$ cat src/rtl/axis_stall_pkg.sv
// Shared constants and helpers for the AXI-Stream stall detector.
package axis_stall_pkg;

    localparam logic STALL_IN  = 1'b0;
    localparam logic STALL_OUT = 1'b1;

    localparam int BLOCK_CNT_W = 32;

    function automatic int clog2(input int value);
        int res;
        int rem;
        res = 0;
        rem = value - 1;
        while (rem > 0) begin
            res = res + 1;
            rem = rem >> 1;
        end
        return res;
    endfunction

endpackage

$ cat src/rtl/axis_stall_counter.sv
// One watched stream: stall predicate, saturating stall counter and blocked flag.
module axis_stall_counter
    import axis_stall_pkg::*;
#(
    parameter logic IS_OUT       = STALL_IN,
    parameter int   STALL_THRESH = 16,
    parameter int   CNT_W        = clog2(STALL_THRESH + 1)
) (
    input  logic clk,
    input  logic rst_n,
    input  logic en,
    input  logic tvalid,
    input  logic tready,
    output logic blocked
);

    localparam logic [CNT_W-1:0] THRESH = CNT_W'(STALL_THRESH);

    logic             stall_s;
    logic [CNT_W-1:0] cnt_next_s;
    logic [CNT_W-1:0] cnt_r;
    logic             blocked_r;

    // Inputs starve (ready without data); outputs are back-pressured (data without ready).
    always_comb begin
        if (IS_OUT == STALL_OUT) begin
            stall_s = tvalid & ~tready;
        end else begin
            stall_s = tready & ~tvalid;
        end
    end

    // Next count: restart on any non-stall cycle or while disabled, saturate at the threshold.
    always_comb begin
        if (!en || !stall_s) begin
            cnt_next_s = '0;
        end else if (cnt_r == THRESH) begin
            cnt_next_s = cnt_r;
        end else begin
            cnt_next_s = cnt_r + CNT_W'(1);
        end
    end

    // Counter and flag registers; the flag is decoded from the value the counter is about to hold.
    always_ff @(posedge clk) begin
        if (!rst_n) begin
            cnt_r     <= '0;
            blocked_r <= 1'b0;
        end else begin
            cnt_r     <= cnt_next_s;
            blocked_r <= (cnt_next_s == THRESH);
        end
    end

    assign blocked = blocked_r;

endmodule

$ cat src/rtl/axis_stall_detector.sv
// Per-port stall flags for a dataflow instance, with first-block capture and
// a saturating blocked-cycle counter for debug readout.
module axis_stall_detector
    import axis_stall_pkg::*;
#(
    parameter int                   NUM_PORTS    = 2,
    parameter logic [NUM_PORTS-1:0] PORT_IS_OUT  = 2'b10,
    parameter int                   STALL_THRESH = 16,
    parameter int                   CNT_W        = clog2(STALL_THRESH + 1),
    parameter int                   IDX_W        = (clog2(NUM_PORTS) < 1) ? 1 : clog2(NUM_PORTS)
) (
    input  logic                   ap_clk,
    input  logic                   ap_rst_n,
    input  logic                   en,
    input  logic [NUM_PORTS-1:0]   tvalid,
    input  logic [NUM_PORTS-1:0]   tready,
    input  logic                   clear,
    output logic [NUM_PORTS-1:0]   axis_block_sigs,
    output logic                   any_block,
    output logic                   first_valid,
    output logic [IDX_W-1:0]       first_idx,
    output logic [BLOCK_CNT_W-1:0] block_cycles
);

    localparam logic [BLOCK_CNT_W-1:0] BC_MAX = '1;

    logic [NUM_PORTS-1:0]   block_sigs_s;
    logic                   any_block_s;
    logic [IDX_W-1:0]       first_hit_s;
    logic                   first_valid_r;
    logic [IDX_W-1:0]       first_idx_r;
    logic [BLOCK_CNT_W-1:0] block_cycles_r;

    for (genvar i = 0; i < NUM_PORTS; i++) begin : g_port
        axis_stall_counter #(
            .IS_OUT       (PORT_IS_OUT[i]),
            .STALL_THRESH (STALL_THRESH),
            .CNT_W        (CNT_W)
        ) u_cnt (
            .clk     (ap_clk),
            .rst_n   (ap_rst_n),
            .en      (en),
            .tvalid  (tvalid[i]),
            .tready  (tready[i]),
            .blocked (block_sigs_s[i])
        );
    end

    assign any_block_s = |block_sigs_s;

    // Lowest blocked index wins: scan downward so the lowest hit is written last.
    always_comb begin
        first_hit_s = '0;
        for (int i = NUM_PORTS - 1; i >= 0; i--) begin
            first_hit_s = block_sigs_s[i] ? IDX_W'(i) : first_hit_s;
        end
    end

    // Sticky first-block capture and blocked-cycle count; clear wins over both for its cycle.
    always_ff @(posedge ap_clk) begin
        if (!ap_rst_n) begin
            first_valid_r  <= 1'b0;
            first_idx_r    <= '0;
            block_cycles_r <= '0;
        end else if (clear) begin
            first_valid_r  <= 1'b0;
            first_idx_r    <= '0;
            block_cycles_r <= '0;
        end else begin
            if (!first_valid_r && any_block_s) begin
                first_valid_r <= 1'b1;
                first_idx_r   <= first_hit_s;
            end
            if (any_block_s && (block_cycles_r != BC_MAX)) begin
                block_cycles_r <= block_cycles_r + 32'd1;
            end
        end
    end

    assign axis_block_sigs = block_sigs_s;
    assign any_block       = any_block_s;
    assign first_valid     = first_valid_r;
    assign first_idx       = first_idx_r;
    assign block_cycles    = block_cycles_r;

endmodule

$ cat config.mk
export PLATFORM = sky130hd
export DESIGN_NAME = axis_stall_detector
export DESIGN_NICKNAME = d
export VERILOG_FILES = /design/src/rtl/axis_stall_pkg.sv /design/src/rtl/axis_stall_counter.sv /design/src/rtl/axis_stall_detector.sv
export SDC_FILE = /design/constraint.sdc
export NUM_CORES = 1
export LEC_CHECK = 0
export BUFFER_PORTS_ARGS = -buffer_cell sky130_fd_sc_hd__buf_2
export CORE_ASPECT_RATIO = 2
export CORE_UTILIZATION = 51
export CTS_CLUSTER_DIAMETER = 80
export CTS_CLUSTER_SIZE = 25
export DETAILED_ROUTE_END_ITERATION = 8
export HOLD_SLACK_MARGIN = 0.05
export PLACE_DENSITY = 0.79
export SLEW_MARGIN = 15
export SYNTH_ARGS = -nofsm -noshare
export SYNTH_HDL_FRONTEND = slang
export SYNTH_HIERARCHICAL = 1
export SYNTH_SLANG_ARGS = --single-unit
$ cat constraint.sdc
create_clock -name ap_clk -period 4.21 [get_ports ap_clk]
set_input_delay 1.263 -clock ap_clk [delete_from_list [all_inputs] [get_ports ap_clk]]
set_output_delay 1.263 -clock ap_clk [all_outputs]
set_load 0.05 [all_outputs]
==> run metrics <==
status finished clean; critical path type reg2out; # hold bufs at CTS 0; IO Pins 45; WL per Instance approximately 14 um; Critical Path Source g_port[1].u_cnt/blocked$_SDFF_PN0_; Layout Cells excl Fill roughly 380; Die ar. ~5000 um2; placed insts approximately 370; drt pass-1 iters 4; antenna cells 0; pwr/cell area ~280 nW/um2; Setup violations, final 0; clock buffer depth 2; Clock power frac 41.1%; flops & latches, synth 46; Seq pwr share between 50% and 60%; Worst Path Max Fanout 5; row cnt 34; Die X 50.5 um; post-synth top area share 38.5%; Min-Delay Path Class reg2reg; synth top area cells dfxtp_1 (38%), a21oi_1 (5.0%), nand2_1 (3.6%); Post-synth ARST share 0%; Initial Utilization 54.1%; Slew HR about half; Hold Startpoint g_port[0].u_cnt/blocked$_SDFF_PN0_; largest net degree at the start of global routing 19; CP max stage delay 0.33 ns; Num CTS Buffers 5; RSZ-0062 raised after global routing no; f_max about 380 MHz; CORE AREA around 4400 um2; Max Slew Vio Count 0; die extent in y between 90 and 100 um; Post-synth EDFFs 0; initial antenna violation count 0; clock latency on the worst-skew pair between 0.2 and 0.3 ns; Worst path top cell family by delay buffers and inverters; arrival time at the worst endpoint 1.35 ns; Pleak ~1 nW; Worst Skew approximately 0.0064 ns; Layout Nets 333; CP Capture Type output port; fin crit period 2.62 ns; Slowest cell on crit path dfxtp_1; final core area utilization ~62%; Mapped Area ~2400 um2; Yosys warnings 6; Worst-Margin Slew roughly 0.74 ns; Post-CTS Setup Inserts 0; Netlist cell types 56; R2R Path Start block_cycles[0]$_SDFFE_PP0P_; grt total ovfl 0; Worst-path clk slew ~0.080 ns; max-cap violation count 0; dpl cell area 2630 um2; GP Congestion around 0.8; Layout Area Growth over Synthesis 14.7%; layout cell share with drive strength beyond 1 26.8%; Mapped Cells 277; cell internal pwr about 620 uW; vias 2220; Net Sw Power 152 uW; Post-CTS Resized 0; CTS root buf clkbuf_8; final wirelength 5.17 mm; Setup TNS 0 ns; Hold Violations, Final 0; Final Instance Area 2750 um2; DRT antenna net count 0; Synth area leader dfxtp_1; initial DRC count 30; register area share after synthesis between 30% and 40%; H-tree depth 2; fin crit share a little over 60%; I/O Buffers 44; peak supply drop around 220 uV; Tot Pwr approximately 770 uW; DP HPWL between 3 and 4 mm; Logic pwr share 2.3%; Synth Flop Type dfxtp_1; critical path buffer and inverter count 2; Vias/cell just under 6; CTS tree yes; Synth Area per Inst approximately 8.6 um2; worst path cell trace nor2_1 -> inv_1 -> buf_2; overall global routing resource usage between 20% and 30%; Worst setup SP type register; first-pass GRT wire length between 8 and 9 mm; clk sink count 46; sw frac between 10% and 20%; required time of the worst setup path around 3 ns; vias in the first global route around 2000; Synthesized Nets 290; DRC violations left 0
## power groups by stage
stage / Sequential [mW] / Clock, mW / Combinational (mW)
5_1_grt: 0.436 / 0.340 / 0.0201
6_report: 0.436 / 0.317 / 0.0180
2_1_floorplan: 0.446 / 0 / 0.0118
3_3_place_gp: 0.446 / 0 / 0.0177
3_5_place_dp: 0.446 / 0 / 0.0183
4_1_cts: 0.436 / 0.324 / 0.0183
## final cells by class
cell class,instances,area [um2]
clock inverter,1,30.0
inverter,10,37.5
timing repair buffer,45,228
sequential,46,921
fill,436,1680
tap,54,67.6
clock buffer,7,76.3
multi-input combinational,212,1390
## worst reg2reg max path, cell delays in order (launching register included)
cell     delay, ns
dfxtp_1       0.42
ha_1          0.27
nand3_2       0.17
or4_1         0.56
o31ai_4       0.63
or3_2         0.26
a21oi_2       0.05
## cells in the mapped netlist, types with 2 or more instances
cell type	instances
or3_2	6
or4_1	4
nor4_1	3
or4_2	2
nor2_1	23
a211oi_1	2
buf_2	3
and3_1	2
and3_2	2
nor3_1	2
o41ai_1	3
a21oi_1	24
xnor2_1	5
o31ai_1	2
o211ai_1	2
o31ai_2	4
o21ai_1	3
ha_1	5
nand4_1	8
inv_1	9
xor2_1	8
o21ai_2	5
dfxtp_1	46
nand2_1	23
nand3_1	16
a21oi_2	6
clkbuf_1	2
nand4b_1	3
nand2b_1	3
or3_1	13
o21ai_0	13
## per-layer routing
metal,routed length [um],up-vias,GRT usage (%),part of all wire [%]
met2,2940,49,41.7,57
met3,217,8,3.24,4.2
li1,-,1110,-,-
met1,1940,1053,23.4,37
met5,0,-,0,0
met4,80,0,7.69,1.5
## per-stage QoR
stage / hold WS [ns] / setup WS, ns
floorplan: 0.494 / 1.74
global placement: 0.454 / 1.57
detailed placement: 0.470 / 1.45
CTS: 0.486 / 1.43
global route: 0.498 / 1.49
finish: 0.480 / 1.59
## cell usage in the layout (no fill, tap or decap), types with 2 or more instances in the layout
cell type   n
inv_1       9
a211oi_1    2
xnor2_1     5
nand2b_1    3
o21ai_1     3
nor3_1      2
nand2_1    23
clkbuf_8    5
o31ai_1     2
and3_2      2
o21ai_2     5
nand4_1     8
nor2_1     23
xor2_1      8
o31ai_2     3
a21oi_1    24
or4_1       4
a21oi_2     6
o21ai_0    13
and3_1      2
or4_2       2
nand3_1    16
or3_1      13
clkbuf_1    2
buf_2      44
nand4b_1    3
dfxtp_1    46
or3_2       6
ha_1        5
o211ai_1    2
o41ai_1     3
nor4_1      3
## cells by family (layout without fill, tap and decap cells)
group,after synthesis,after routing,share of synthesized area (%)
mux,1,1,0.418
fa+ha+maj,5,5,2.61
compound gates,72,72,20.6
buf+inv,19,63,4.02
flops,46,46,38.5
xor+xnor,13,13,4.75
simple gates,121,121,29.1
## path summary, 6_finish.rpt
check        slack, ns  cells past startpoint                             to
max               1.59                      3                      any_block
min               0.48                      1         first_idx$_SDFFE_PP0P_
max reg2reg       1.75                      6  block_cycles[15]$_SDFFE_PP0P_
min reg2reg       0.48                      1         first_idx$_SDFFE_PP0P_
## registers in the layout (all words and copies together) (netlist names)
name,cells
block_cycles,32
g_port.u_cnt/cnt_r,10
g_port.u_cnt/blocked,2
first_idx,1
first_valid,1
Note: power is estimated with default switching activity, not from simulation.
